$ cat src/rtl/imem_loader_pkg.sv
// Shared definitions for the instruction-memory program loader.
// State encoding, stream-format constants and a busy-state helper.
package imem_loader_pkg;

  typedef enum logic [2:0] {
    HDR0 = 3'd0,
    HDR1 = 3'd1,
    DATA = 3'd2,
    CSUM = 3'd3,
    DONE = 3'd4,
    ERR  = 3'd5
  } loader_state_e;

  localparam logic [2:0] ST_HDR0 = 3'd0;
  localparam logic [2:0] ST_HDR1 = 3'd1;
  localparam logic [2:0] ST_DATA = 3'd2;
  localparam logic [2:0] ST_CSUM = 3'd3;
  localparam logic [2:0] ST_DONE = 3'd4;
  localparam logic [2:0] ST_ERR  = 3'd5;

  localparam int HDR_BYTES      = 2;
  localparam int BYTES_PER_WORD = 4;

  function automatic logic is_busy(input logic [2:0] st);
    return (st inside {ST_HDR0, ST_HDR1, ST_DATA, ST_CSUM});
  endfunction

endpackage

$ cat src/rtl/imem_word_packer.sv
// Packs a little-endian byte stream into 32-bit words.
// done_o and word_o are combinational on the byte that completes a word.
module imem_word_packer
  import imem_loader_pkg::*;
(
  input  logic        clk,
  input  logic        rst_n,
  input  logic        clear_i,
  input  logic        byte_en_i,
  input  logic [7:0]  byte_i,
  output logic [31:0] word_o,
  output logic        done_o
);

  localparam logic [1:0] LAST_BYTE = 2'(BYTES_PER_WORD - 1);

  logic [1:0]  cnt_q;
  logic [31:0] shift_q;

  always_ff @(posedge clk or negedge rst_n) begin
    if (!rst_n) begin
      cnt_q   <= '0;
      shift_q <= '0;
    end else if (clear_i) begin
      cnt_q   <= '0;
      shift_q <= '0;
    end else if (byte_en_i) begin
      cnt_q   <= cnt_q + 2'd1;
      shift_q <= {byte_i, shift_q[31:8]};
    end
  end

  assign word_o = {byte_i, shift_q[31:8]};
  assign done_o = byte_en_i && (cnt_q == LAST_BYTE);

endmodule

$ cat src/rtl/imem_loader.sv
// Streams a length-prefixed byte image into instruction memory, holding the core in reset until done.
// Optional trailing XOR checksum byte is enabled with IMEM_LOADER_CHECKSUM_EN.
module imem_loader
  import imem_loader_pkg::*;
#(
  parameter int IMEM_DEPTH = 256,
  parameter int ADDR_W     = $clog2(IMEM_DEPTH)
) (
  input  logic              clk,
  input  logic              resetn,
  input  logic              in_valid,
  input  logic [7:0]        in_data,
  output logic              in_ready,
  input  logic              load_req,
  output logic              imem_we,
  output logic [ADDR_W-1:0] imem_waddr,
  output logic [31:0]       imem_wdata,
  output logic              core_resetn,
  output logic              busy,
  output logic              error,
  output logic [15:0]       words_loaded
);

`ifdef IMEM_LOADER_CHECKSUM_EN
  localparam logic [2:0] ST_POST = ST_CSUM;
`else
  localparam logic [2:0] ST_POST = ST_DONE;
`endif

  logic [2:0]        state_q, state_d;
  logic [15:0]       n_q, n_d;
  logic [15:0]       words_q, words_d;
  logic              we_q;
  logic [ADDR_W-1:0] waddr_q;
  logic [31:0]       wdata_q;
  logic              core_rst_q;

  logic        xfer;
  logic        reload;
  logic        pk_en;
  logic        pk_done;
  logic [31:0] pk_word;
  logic [15:0] hdr_n;

  assign in_ready = is_busy(state_q);
  assign xfer     = in_valid && in_ready;
  assign reload   = load_req && ((state_q == ST_DONE) || (state_q == ST_ERR));
  assign hdr_n    = {in_data, n_q[7:0]};
  // Bytes arriving while the last word's write is in flight are dropped.
  assign pk_en    = xfer && (state_q == ST_DATA) && (words_q != n_q);

  imem_word_packer u_packer (
    .clk       (clk),
    .rst_n     (resetn),
    .clear_i   (reload),
    .byte_en_i (pk_en),
    .byte_i    (in_data),
    .word_o    (pk_word),
    .done_o    (pk_done)
  );

`ifdef IMEM_LOADER_CHECKSUM_EN
  logic [7:0] csum_q;

  always_ff @(posedge clk or negedge resetn) begin
    if (!resetn)     csum_q <= '0;
    else if (reload) csum_q <= '0;
    else if (pk_en)  csum_q <= csum_q ^ in_data;
  end
`endif

  always_comb begin
    state_d = state_q;
    n_d     = n_q;
    words_d = words_q;
    case (state_q)
      ST_HDR0: if (xfer) begin
        n_d     = {8'h00, in_data};
        state_d = ST_HDR1;
      end
      ST_HDR1: if (xfer) begin
        n_d = hdr_n;
        if (hdr_n == 16'd0)                        state_d = ST_POST;
        else if ({1'b0, hdr_n} > 17'(IMEM_DEPTH))  state_d = ST_ERR;
        else                                       state_d = ST_DATA;
      end
      ST_DATA: begin
        if (pk_done) words_d = words_q + 16'd1;
        // Leave only once the final word's write cycle is on the port.
        if (we_q && (words_q == n_q)) state_d = ST_POST;
      end
`ifdef IMEM_LOADER_CHECKSUM_EN
      ST_CSUM: if (xfer) state_d = (in_data == csum_q) ? ST_DONE : ST_ERR;
`endif
      ST_DONE, ST_ERR: if (load_req) begin
        state_d = ST_HDR0;
        words_d = '0;
      end
      default: state_d = ST_HDR0;
    endcase
  end

  always_ff @(posedge clk or negedge resetn) begin
    if (!resetn) begin
      state_q    <= ST_HDR0;
      n_q        <= '0;
      words_q    <= '0;
      we_q       <= 1'b0;
      waddr_q    <= '0;
      wdata_q    <= '0;
      core_rst_q <= 1'b0;
    end else begin
      state_q    <= state_d;
      n_q        <= n_d;
      words_q    <= words_d;
      we_q       <= pk_done;
      core_rst_q <= (state_d == ST_DONE);
      if (pk_done) begin
        waddr_q <= words_q[ADDR_W-1:0];
        wdata_q <= pk_word;
      end
    end
  end

  assign imem_we      = we_q;
  assign imem_waddr   = waddr_q;
  assign imem_wdata   = wdata_q;
  assign core_resetn  = core_rst_q;
  assign busy         = is_busy(state_q);
  assign error        = (state_q == ST_ERR);
  assign words_loaded = words_q;

endmodule
$ cat config.mk
export PLATFORM = sky130hd
export DESIGN_NAME = imem_loader
export DESIGN_NICKNAME = d
export VERILOG_FILES = /design/src/rtl/imem_loader_pkg.sv /design/src/rtl/imem_word_packer.sv /design/src/rtl/imem_loader.sv
export SDC_FILE = /design/constraint.sdc
export NUM_CORES = 1
export LEC_CHECK = 0
export ABC_AREA = 1
export ABC_CLOCK_PERIOD_IN_PS = 2100
export BUFFER_PORTS_ARGS = -buffer_cell sky130_fd_sc_hd__clkbuf_2
export CAP_MARGIN = 10
export CORE_MARGIN = 2
export CORE_UTILIZATION = 50
export CTS_BUF_LIST = sky130_fd_sc_hd__clkbuf_2
export CTS_CLUSTER_SIZE = 16
export DETAILED_ROUTE_END_ITERATION = 10
export PLACE_DENSITY_LB_ADDON = 0.08
export SYNTH_ARGS = -nofsm -noshare
export SYNTH_HDL_FRONTEND = slang
export SYNTH_SLANG_ARGS = --single-unit
$ cat constraint.sdc
create_clock -name clk -period 2.1 [get_ports clk]
set_input_delay 0.315 -clock clk [delete_from_list [all_inputs] [get_ports clk]]
set_output_delay 0.315 -clock clk [all_outputs]
set_load 0.005 [all_outputs]
==> results of run 1 <==
==> sequential cells by signal, indices dropped and copies added (netlist names) <==
signal and cells:
imem_wdata 32, n_q 16, imem_waddr 8, core_resetn 1, u_packer.cnt_q 2, words_loaded 16, state_q 3, imem_we 1
u_packer.shift_q 24
==> per-stage QoR <==
stage                     setup WS (ns)  utilization  instances
after floorplan                   0.541            -        610
after global placement            0.150        0.575        804
after detailed placement          0.106        0.575        804
after CTS                        0.0559        0.597        829
after global routing             0.0333        0.602        830
final                             0.198        0.602        830
==> what timing repair did <==
item / 4_1_cts / 5_1_grt
endpoints found under the hold margin: 111 / 0
resized for setup: 0 / 7
hold buffers: 9 / 0
endpoints found under the setup margin: 0 / 30
buffers inserted: 0 / 0
==> worst max-delay path by stage <==
stage                     from          endpoint  slack, ns  cells past startpoint
5_1_grt        words_loaded[7]    imem_wdata[23]       0.03                     12
3_3_place_gp   words_loaded[2]   words_loaded[3]       0.15                     11
2_1_floorplan  words_loaded[0]  words_loaded[10]       0.54                     12
3_5_place_dp   words_loaded[2]   words_loaded[6]       0.11                     11
6_report       words_loaded[7]   words_loaded[0]       0.20                     12
4_1_cts        words_loaded[7]   words_loaded[3]       0.06                     11
==> routing by layer <==
metal / part of all wire / wire length, um / vias to the layer above / track usage
met5: 0 / 0 / - / 0
met4: 0.015 / 182 / 0 / 0.0862
met3: 0.067 / 795 / 14 / 0.0315
met2: 0.43 / 5050 / 145 / 0.333
met1: 0.49 / 5780 / 1904 / 0.381
li1: - / - / 2065 / -
==> final cells by class <==
| class | count | area (um2) | share of cell area |
|---|---|---|---|
| Clock inverter | 7 | 68.8 | 0.0123 |
| Timing Repair Buffer | 96 | 621 | 0.111 |
| Sequential cell | 103 | 2580 | 0.462 |
| Tap cell | 129 | 161 | 0.0289 |
| Clock buffer | 9 | 45.0 | 0.00806 |
| Inverter | 85 | 319 | 0.0571 |
| Multi-Input combinational cell | 401 | 1790 | 0.321 |
==> cells by family after synthesis <==
logic type,share of synthesized area
AO/OA/AOI/OAI,0.0869
XOR/XNOR,0.0182
adder cells (fa/ha/maj),0.00520
buffers and inverters,0.0947
flip-flops,0.536
AND/OR/NAND/NOR,0.259
==> cell usage after synthesis, drive strengths merged (7+ instances only) <==
library cell	number	area (um2)
xor2	10	87.6
nand3	36	185
o22ai	8	50.1
clkbuf	7	26.3
o21ai	70	350
inv	85	319
dfrtp	103	2580
nand2	212	801
nor2	44	173
buf	14	110
nor3	12	60.1
==> power groups by stage <==
stage | clock (W) | combinational (W) | sequential (W)
floorplan | 0 | 0.000669 | 0.00229
global placement | 0 | 0.000948 | 0.00234
detailed placement | 0 | 0.000959 | 0.00235
CTS | 0.000943 | 0.000975 | 0.00232
global route | 0.00102 | 0.00112 | 0.00235
finish | 0.000915 | 0.000972 | 0.00233
==> tightest hold or removal path, cell delays in order <==
cell and delay [ns]:
clkbuf_2 0.09, nor2_1 0.09, a21oi_1 0.06, nand2_1 0.05
==> cells in the final DEF, fill, tap and decap left out <==
cell | Yosys | routed
a211oi_1 | 1 | 1
a21oi_1 | 2 | 2
and2_1 | 1 | 1
buf_12 | 0 | 3
buf_4 | 1 | 12
clkbuf_16 | 0 | 1
clkbuf_2 | 0 | 80
clkinv_2 | 0 | 1
clkinv_4 | 0 | 2
clkinv_8 | 0 | 1
clkinvlp_4 | 0 | 1
dfrtp_1 | 103 | 100
dfrtp_2 | 0 | 3
dlygate4sd3_1 | 0 | 9
ha_1 | 2 | 2
inv_1 | 81 | 81
inv_2 | 4 | 4
inv_8 | 0 | 2
nand2_1 | 210 | 208
nand2_2 | 2 | 4
nand3_1 | 35 | 35
nand3_4 | 0 | 1
nand3b_1 | 1 | 1
nand4_1 | 2 | 2
nor2_1 | 41 | 41
nor2_2 | 3 | 3
nor3_1 | 12 | 11
nor3_2 | 0 | 1
o21ai_0 | 60 | 60
o21ai_1 | 10 | 10
o22ai_1 | 8 | 8
xor2_1 | 10 | 10
==> impl.org, run 1 <==
** Detailed routing
- Before antenna repair, the detailed router went through 7 iterations.
- After the first detailed-routing iteration, the DRC count stood at 264.
- After detailed routing, the number of vias per cell comes to 4.97.
- In the final routed layout, each cell accounts on average for 14.2 um.
- The count of nets left with antenna violations once routing finished came out at 0.
- DRC viols :: 0
- The routed layout has 4128 vias.
- DRT Wirelength :: 11800 um

** Worst setup path
- Crit Reg-Reg Endpoint :: words_loaded[0]
- Launching point of the worst reg2reg path :: words_loaded[7]
- Worst path most repeated cell :: nand2_1
- Cell-by-cell trace of the critical path :: inv_1 > nand2_1 > nand2_1 > nor2_1 > nand2_1 > nor2_2 > nand2_2 > nand3_4 > buf_12 > inv_1 > nand2_1 > nand2_1
- Critical path required time :: 2.62 ns
- The number of buffers and inverters on the critical path is 3.
- The worst register-to-register path has a setup slack of 0.20 ns.
- The slowest stage of the critical path belongs to the cell dfrtp_1.
- Arr. time, crit path :: 2.42 ns
- Setup crit start kind :: flop
- Among cell families on the critical path, the largest total delay comes from simple AND/OR/NAND/NOR gates.
- Endpoint kind of the worst setup timing path :: flop
- Delay of the slowest critical-path stage :: 0.48 ns
- Worst setup path category :: flop to flop
- Worst R2R Path Depth :: 12
- Largest fanout on the critical path :: 21

** Placement
- Placed cell area :: 5340 um2
- At the end of routability-driven placement, the weighted congestion stood at 0.941.
- Number of port buffers :: 72
- Detail Placement HPWL :: 8410 um

** Timing
- Final-report setup violation count :: 0
- Final period util :: 0.906
- Across the routed clock network, the largest skew measured is 0.0428 ns.
- The hold violation count in the final report came to 0.
- Max-slew violation count :: 0
- Setup repair after global routing left no endpoint under its margin.
- Adding up every negative setup slack in the final design gives 0 ns.
- Final worst path period need :: 1.90 ns
- For this run, the top clock speed supported by timing is 526 MHz.
- Max-slew headroom :: 0.674
- Worst slew pin tran :: 0.489 ns
- The tightest hold path in the finished design has a slack of 0.0283 ns.

** Pwr
- Power Dens Cells :: 754 nW/um2
- Cell internal power was estimated by the tool at 0.00268 W.
- Share of total power consumed by net switching :: 0.364
- In this run the power spent charging and discharging nets is 0.00153 W.
- Largest vdd supply drop :: 0.000637 V
- Post-route total power :: 0.00421 W
- The share of total power dissipated in sequential elements is 0.552.
- Leakage :: 2.97 nW
- Of the total power, the clock network draws 0.217.
- Of the total power, combinational logic draws 0.231.

** Synthesis
- Synthesis inferred 103 register bits.
- Each instance of the synthesized netlist takes up on average 7.88 um2.
- Number of flops mapped to enable cells by yosys :: 0
- Yosys synthesis warning count :: 0
- Gate count of the mapped netlist :: 610
- Synthesis produced a netlist with a net count of 624.
- Count of unique library cells instantiated by Yosys :: 24
- Combined area of all synthesized cells :: 4810 um2
- Proportion of register bits with asynchronous set or reset after synthesis :: 1.00
- Portion of the post-synthesis area used by sequential elements :: 0.536
- For this run, the leading register cell type out of synthesis is dfrtp_1.

** Clock tree
- The H-tree generated during clock tree synthesis spans 3 levels.
- Post-CTS clock slew at the launch and capture registers of the worst setup and hold paths :: 0.29 ns
- The later pin in the worst-skew pair is clocked with a latency of 0.60 ns.
- The tree is rooted in a clkbuf_2.
- The longest clock path from root to sink contains 2 buffers.
- TritonCTS created 9 clock buffers.
- Clock tree synthesis found a total of 103 sinks.
- Clock tree from TritonCTS :: done

** Min path
- The worst hold path begins at load_req.
- The path with the worst hold slack has its endpoint at state_q[2].
- The worst hold path belongs to the class primary input to flop.
- Worst hold path cell count :: 4

** Floorplan
- The core region is 9280 um2.
- From left edge to right edge, the die measures 102 um.
- The die covers 10400 um2.
- From bottom edge to top edge, the die measures 102 um.
- Count of pins on the block boundary :: 73
- The floorplan has 35 rows.
- Initial standard-cell utilization of the core :: 0.518

** Global routing
- Via count of the first global-routing pass :: 3716
- Antenna violations before repair :: 0
- Aggregate global-route resource usage :: 0.239
- Maximum number of pins on one net before global-route repair :: 61
- The total overflow left after global routing is 0.
- Global-route wire length before repair :: 19000 um

** Flow run
- Max_cap viols :: 0

** Finish
- Share of post-route cells with drive strength above 1 :: 0.170
- Synth-to-Final Area Change :: 16.2%
- Count of antenna diodes in the layout :: 0
- After filler insertion, the fill cell instance count of the layout stands at 891.
- In the final design database the tool counted 710 nets.
- Finished Cell Area :: 5590 um2

** Outcome
- Status :: completed
Note: power is estimated with default switching activity, not from simulation.
==> inputs of run 2 (changes only) <==
- ABC_CLOCK_PERIOD_IN_PS: 2100 -> 1800
- MAX_ROUTING_LAYER: not set -> met4
- clock period: 2.1 -> 1.8 ns (I/O delays scaled with it)
==> run 2 against run 1 <==
Net effect: register-to-register slack got worse by 0.14 ns; sequential power increased by 15%; first-iteration DRC count decreased by 5.7%; maximum frequency increased by 9.1%; die area unchanged.
==> impl.org, run 2 (synthesized netlist as in run 1, its figures left out) <==
** Finish
- Count of antenna diodes in the layout :: 0 (unchanged)
- The fill cell instance count of the final layout came to 886 (-0.56%).
- The number of nets in the layout came to 732 (+3.1%).
- Synth-to-Final Area Change :: 21.0%
- The ratio of cells with drive above 1 in the final layout came to 0.205 (+0.0352).
- The number of flip-flops in the largest register came to 32 (unchanged).
- Area taken by flip-flops and latches :: 2580 um2 (unchanged)
- Top library cells by usage in the layout, fill and taps aside :: 207 x nand2_1, 100 x dfrtp_1, 80 x clkbuf_2, 79 x inv_1, 58 x o21ai_0
- The final standard cell count with taps included and fillers excluded was 851 (+2.5%).
- Most common cell after layout, fill and taps aside :: nand2_1
- Footprint of the multi-input gates :: 1820 um2 (+1.5%)

** Clock tree
- The number of H-tree branching levels came to 3 (unchanged).
- The number of buffers created by CTS came to 9 (unchanged).
- Buffer levels on the longest clock path :: 2 (unchanged)
- TritonCTS built the clock tree.
- The insertion delay to the later sink of the worst-skew pair is 0.58 ns (-0.02 ns).
- Clk sinks :: 103 (unchanged)
- Clock root cell :: clkbuf_2
- Post-CTS clock slew at the launch and capture registers of the worst setup and hold paths :: 0.26 ns (-0.03 ns)

** Timing
- The highest clock frequency the design can meet came to 574 MHz (+9.1%).
- The share of the clock period used by the worst path after layout came to 0.968 (+0.0625).
- Worst slew pin tran :: 0.492 ns (+0.00330 ns)
- The relative slew slack is 0.672 (-0.00221).
- Setup repair after global routing could not meet its margin everywhere.
- Fin Clk Skew :: 0.0417 ns (-0.00107 ns)
- The hold violation count in the final report is 0 (unchanged).
- Setup TNS :: 0 ns (unchanged)
- The worst path setup slack after routing is 0.0571 ns (-0.141 ns).
- The max-slew violation count came to 0 (unchanged).
- Final-report setup violation count :: 0 (unchanged)
- The minimum clock period was 1.74 ns (-0.159 ns).

** Global routing
- The total global routing track utilization came to 0.245 (+0.00631).
- Total congestion overflow :: 0 (unchanged)
- Via count of the first global-routing pass :: 3765 (+1.3%)
- Global-route wire length before repair :: 19200 um (+0.94%)
- Antenna violations before repair :: 0 (unchanged)
- Maximum number of pins on one net before global-route repair :: 71 (+16%)

** Worst setup path
- Arr. time, crit path :: 2.23 ns (-0.19 ns)
- The number of cells on the worst reg-to-reg path came to 6 (-6).
- Critical path required time :: 2.29 ns (-0.33 ns)
- Setup crit start kind :: flop
- The critical path is of the flop to flop type.
- The highest net fanout along the worst path was 35 (+67%).
- STA classifies the critical path endpoint as a flop.

** Placement
- The placement-stage worst setup slack came to 0.0106 ns (-0.0951 ns).
- Number of port buffers :: 72 (unchanged)
- The routability congestion estimate is 1.03 (+9.9%).
- Inst Count DP :: 821 (+2.1%)
- The placed wire-length estimate is 8650 um (+2.8%).

** Floorplan
- Floorplan die height :: 102 um (unchanged)
- The boundary pin count was 73 (unchanged).
- Die area :: 10400 um2 (unchanged)
- The effective utilization at floorplan was 0.518 (unchanged).
- Die X-Extent :: 102 um (unchanged)
- The number of standard-cell rows in the floorplan was 35 (unchanged).
- The area of the core is 9280 um2 (unchanged).

** Detailed routing
- Highest metal layer with signal wires :: met4
- Via count :: 4302 (+4.2%)
- Per-cell via count in the routed design :: 5.06 (+1.6%)
- The number of DRC markers in iteration 0 came to 249 (-5.7%).
- ANT nets after route :: 0 (unchanged)
- The sum of met2 wire segment lengths after detailed routing was 5360 um (+6.2%).
- Routed metal-1 wirelength :: 5970 um (+3.1%)
- DRT Wirelength :: 12300 um (+3.8%)
- The routed length per placed instance was 14.4 um (+1.2%).
- DRC viols :: 0 (unchanged)
- The iteration count of the initial detailed-routing pass is 4 (-3).
- DR WL met3 :: 666 um (-16%)

** Flow run
- The number of violations of the max-capacitance limit is 0 (unchanged).

** Pwr
- Leakage :: 3.10 nW (+4.6%)
- The clock network power share is 0.228 (+0.011).
- Largest vdd supply drop :: 0.000699 V (+9.7%)
- The cell-internal power is 0.00332 W (+24%).
- The power share of the combinational group is 0.241 (+0.010).
- The power per cell area was 871 nW/um2 (+16%).
- The share of total power in sequential cells is 0.531 (-0.021).
- Net load switching power :: 0.00175 W (+14%)
- Share of total power consumed by net switching :: 0.345 (-0.0188)

** Min path
- Worst min-delay path category :: primary input to flop
- Worst hold path cell count :: 4 (unchanged)

** Outcome
- The run finished with clean final reports.
[run 2: layer usage]
layer  vias up  global-route usage
met2       157               0.345
met1      2017               0.373
met3        19              0.0301
met5         -                   -
met4         0              0.0749
li1       2109                   -
[run 2: per-stage QoR]
| stage | hold slack, ns | util | area [um2] | total power, W |
|---|---|---|---|---|
| 6_report | 0.0276 | 0.627 | 5820 | 0.00507 |
| 2_1_floorplan | -0.0256 | - | 4810 | 0.00346 |
| 4_1_cts | 0.0123 | 0.611 | 5680 | 0.00501 |
| 3_3_place_gp | 0.227 | 0.589 | 5470 | 0.00383 |
| 3_5_place_dp | 0.228 | 0.589 | 5470 | 0.00386 |
| 5_1_grt | 0.0533 | 0.627 | 5820 | 0.00539 |
[run 2: repair_timing]
action                     CTS  global route
setup buffers                0             3
hold endpoints to repair    96             0
hold buffers                 9             0
setup endpoints to repair    0            80
resized for setup            0            25
[run 2: power groups by stage]
stage / clock network (W) / registers, W / logic [W]
2_1_floorplan: 0 / 0.00268 / 0.000780
4_1_cts: 0.00117 / 0.00268 / 0.00116
3_5_place_dp: 0 / 0.00272 / 0.00114
5_1_grt: 0.00128 / 0.00272 / 0.00139
3_3_place_gp: 0 / 0.00271 / 0.00112
6_report: 0.00116 / 0.00269 / 0.00122
[run 2: area by class of cell]
type	count	share of cell area
Timing Repair Buffer	118	0.140
Tap cell	129	0.0277
Clock inverter	6	0.0129
Sequential cell	103	0.444
Clock buffer	9	0.00774
Inverter	85	0.0553
Multi-Input combinational cell	401	0.313
[run 2: worst paths after layout]
kind | startpoint | to | slack [ns]
setup / recovery | state_q[2] | imem_waddr[5] | 0.06
hold / removal | load_req | state_q[2] | 0.03
setup reg to reg | state_q[2] | imem_waddr[5] | 0.06
hold reg to reg | u_packer.shift_q[22] | u_packer.shift_q[14] | 0.52
max in group asynchronous | resetn | words_loaded[2] | 1.01
min in group asynchronous | resetn | imem_wdata[2] | 0.10
[run 2: critical path: stages (launching register included)]
cell	delay (ns)
dfrtp_1	0.46
buf_4	0.14
nor3_2	0.26
and2_4	0.22
nand3_4	0.18
clkbuf_16	0.26
o21ai_0	0.16
==> inputs of run 3 (changes only) <==
- ABC_AREA: 1 -> 0
==> run 3 against run 2 <==
Net effect: the flow now finishes with violations (setup timing); setup slack lost 0.26 ns; flip-flop and latch count is the same; critical endpoint is now u_packer.shift_q[26]; die area shrank 1.9%; non-clock buffer count grew 45; clock skew grew 0.011 ns; largest power group unchanged; highest routed layer unchanged; first-iteration DRC count shrank 33%; clock power shrank 8%; critical path depth grew 1; via count shrank 11%.
==> impl.org, run 3 <==
** Finish
- The ratio of cells with drive above 1 in the final layout is 0.460 (+0.255).
- Top library cells by usage in the layout, fill and taps aside :: 102 x dfrtp_1, 80 x clkbuf_2, 55 x nand2_1, 53 x buf_4, 30 x mux2i_1
- The fill cell instance count of the final layout is 685 (-23%).
- Most common cell after layout, fill and taps aside :: dfrtp_1
- The number of nets in the layout was 591 (-19%).
- The number of antenna repair diodes was 0 (unchanged).
- Synth-to-Final Area Change :: 37.0%
- The final standard cell utilization of the core came to 0.703 (+0.0759).
- Max FFs per register :: 32 (unchanged)

** Worst setup path
- Largest fanout on the critical path :: 10 (-71%)
- Critical path required time :: 2.34 ns (+0.05 ns)
- In this run the critical register-to-register path is launched from n_q[8].
- The number of cells on the worst reg-to-reg path is 7 (+1).
- The arrival time of the worst setup path is 2.55 ns (+0.32 ns).
- Grouping stages by cell kind, the critical path spends the most delay in simple AND/OR/NAND/NOR gates.
- Setup crit start kind :: flop
- Worst setup path category :: flop to flop
- The worst register-to-register path ends at u_packer.shift_q[26].
- The number of buffer and inverter instances along the worst setup path came to 2 (unchanged).
- The slowest stage of the critical path belongs to the cell dfrtp_1.
- The worst-case register-to-register setup slack is -0.21 ns (-0.26 ns).
- Cell-by-cell trace of the critical path :: xor2_2 > nor4_4 > nand4_2 > buf_6 > nand3_4 > buf_12 > mux2i_2
- The worst setup path is captured at a flop.
- The largest stage delay on the critical path is 0.50 ns (+0.04 ns).

** Placement
- The placed wire-length estimate came to 8060 um (-6.8%).
- Number of port buffers :: 72 (unchanged)
- Final weighted congestion in routability-driven placement :: 0.907 (-12%)
- Setup WS pre-CTS :: -0.137 ns (-0.147 ns)

** Synthesis
- The average cell area after synthesis came to 11.0 um2 (+39%).
- Among all flip-flop cells after synthesis, the most frequent one is dfrtp_1.
- The net count after synthesis is 444 (-29%).
- Register bit count reported by yosys :: 103 (unchanged)
- Number of flops mapped to enable cells by yosys :: 0 (unchanged)
- Cell with the most instances after synthesis :: dfrtp_1
- The synthesized cell area was 4720 um2 (-1.9%).
- Top cell type's share of synthesized area :: 0.547 (+0.0105)
- The number of warnings printed during yosys synthesis was 0 (unchanged).
- Library cell with the largest summed area after synthesis :: dfrtp_1
- By area the synthesized netlist is led by dfrtp_1 55%, mux2i_1 6.6%, o21ai_0 6.6%, mux2_2 5.7%, nand2_1 4.5%.
- Portion of the post-synthesis area used by sequential elements :: 0.547 (+0.0105)
- The count of mapped cells out of synthesis came to 430 (-30%).
- Post-synth top cells :: 103 x dfrtp_1, 62 x o21ai_0, 57 x nand2_1
- Proportion of register bits with asynchronous set or reset after synthesis :: 1.00 (unchanged)
- The number of library cell types mapped by synthesis is 49 (+100%).

** Detailed routing
- Per-cell via count in the routed design :: 5.55 (+9.8%)
- Routed wire length per instance :: 18.2 um (+26%)
- Via count :: 3845 (-11%)
- DRC viols :: 0 (unchanged)
- DRT Wirelength :: 12600 um (+2.9%)
- ANT nets after route :: 0 (unchanged)
- The number of DRC markers in iteration 0 is 167 (-33%).
- The iteration count of the initial detailed-routing pass came to 4 (unchanged).

** Floorplan
- Core area :: 9200 um2 (-0.94%)
- Die area :: 10200 um2 (-1.9%)
- Floorplan die height :: 101 um (-0.93%)
- The number of standard-cell rows in the floorplan came to 35 (unchanged).
- The die boundary width is 101 um (-0.93%).
- The effective utilization at floorplan was 0.513 (-0.00514).
- The boundary pin count is 73 (unchanged).

** Global routing
- The via count of the first global-routing pass was 3647 (-3.1%).
- Aggregate global-route resource usage :: 0.258 (+0.0130)
- Antenna violations before repair :: 0 (unchanged)
- The wire length of the first global-routing pass was 19500 um (+1.7%).
- The pin count of the biggest net entering global routing was 44 (-38%).
- Total congestion overflow :: 0 (unchanged)

** Clock tree
- The number of buffers created by CTS came to 9 (unchanged).
- The number of H-tree branching levels was 3 (unchanged).
- Buffer levels on the longest clock path :: 2 (unchanged)
- TritonCTS built the clock tree.
- Clk sinks :: 103 (unchanged)
- The insertion delay to the later sink of the worst-skew pair came to 0.59 ns (about the same).
- The clock-pin slew on the worst setup and hold paths came to 0.31 ns (+0.05 ns).
- Clock root cell :: clkbuf_2

** Outcome
- Status :: finished with violations
- Failing checks :: setup timing

** Timing
- Setup repair after global routing could not meet its margin everywhere.
- Final-report setup violation count :: 86 (+86)
- The clock skew came to 0.0527 ns (+0.0109 ns).
- Final period util :: 1.12 (+0.147)
- Max-slew headroom :: 0.635 (-0.0367)
- F_max :: 498 MHz (-13%)
- The minimum clock period is 2.01 ns (+0.264 ns).
- The worst path setup slack after routing is -0.207 ns (-0.264 ns).
- Max-slew violation count :: 0 (unchanged)
- The hold violation count in the final report is 0 (unchanged).
- The transition time at the pin with the least slew margin is 0.546 ns (+0.0543 ns).

** Min path
- The startpoint identified for the worst hold timing path is in_data[2].
- The hold path depth is 4 (unchanged).
- Worst min-delay path category :: primary input to flop
- Worst Hold Path EP :: n_q[10]

** Pwr
- The worst-case vdd ir drop is 0.000791 V (+13%).
- The leakage power of the design was 3.41 nW (+9.9%).
- Power Dens Cells :: 826 nW/um2 (-5.2%)

** Flow run
- The number of violations of the max-capacitance limit was 0 (unchanged).
[run 3: worst max-delay path by stage]
stage | endpoint | from | cells after the start
after global placement | u_packer.shift_q[11] | n_q[8] | 7
after detailed placement | u_packer.shift_q[31] | n_q[11] | 7
after global routing | u_packer.shift_q[26] | n_q[5] | 7
after floorplan | u_packer.cnt_q[0] | words_loaded[3] | 9
final | u_packer.shift_q[26] | n_q[8] | 7
after CTS | u_packer.shift_q[19] | n_q[8] | 7
[run 3: stage by stage]
stage                     total power, W  instances  hold WS (ns)  cell area, um2  setup TNS (ns)
after floorplan                  0.00345        430       -0.0256            4740           -1.38
after global placement           0.00391        640         0.241            5540           -2.93
after detailed placement         0.00393        640         0.243            5540           -5.36
after CTS                        0.00518        685       0.00825            6230           -8.44
after global routing             0.00559        693       0.00740            6460          -19.35
final                            0.00533        693        0.0273            6460          -10.72
[run 3: tightest hold or removal path: cells and delay by family]
kind	cells	cell delay [ns]
compound gates	1	0.06
buf+inv	2	0.23
simple gates	1	0.05
[run 3: power by group]
part | switching [W] | leakage [nW] | total (W) | internal [W]
registers | 0.000226 | 1.41 | 0.00276 | 0.00254
logic | 0.000766 | 1.93 | 0.00151 | 0.000739
clock network | 0.000855 | 0.0674 | 0.00107 | 0.000212
[run 3: cells by family after synthesis]
kind of cell / synth area share
DFF: 0.547
muxes: 0.123
adders and majority gates: 0.00531
xor gates and xnor gates: 0.0316
AOI/OAI and AO/OA: 0.0976
and+or+nand+nor: 0.131
buffers and inverters: 0.0650
[run 3: cell type report]
cell class	count	area, um2	share of cell area
Tap cell	111	139	0.0215
Sequential cell	103	2580	0.399
Timing Repair Buffer	163	1350	0.209
Clock inverter	7	62.6	0.00968
Multi-Input combinational cell	269	2170	0.336
Inverter	31	116	0.0180
Clock buffer	9	45.0	0.00697
[run 3: timing repair]
item,4_1_cts,5_1_grt
hold endpoints to repair,128,0
pin swaps,9,12
buffers inserted,17,9
hold buffers,8,0
gates resized for setup,92,52
gates cloned,5,2
endpoints found under the setup margin,77,88
[run 3: per-layer routing]
metal / routed length, um / vias up / global-route usage
met5: 0 / - / -
li1: - / 1768 / -
met4: 224 / 0 / 0.0842
met1: 6220 / 1943 / 0.388
met2: 5710 / 116 / 0.369
met3: 455 / 18 / 0.0264
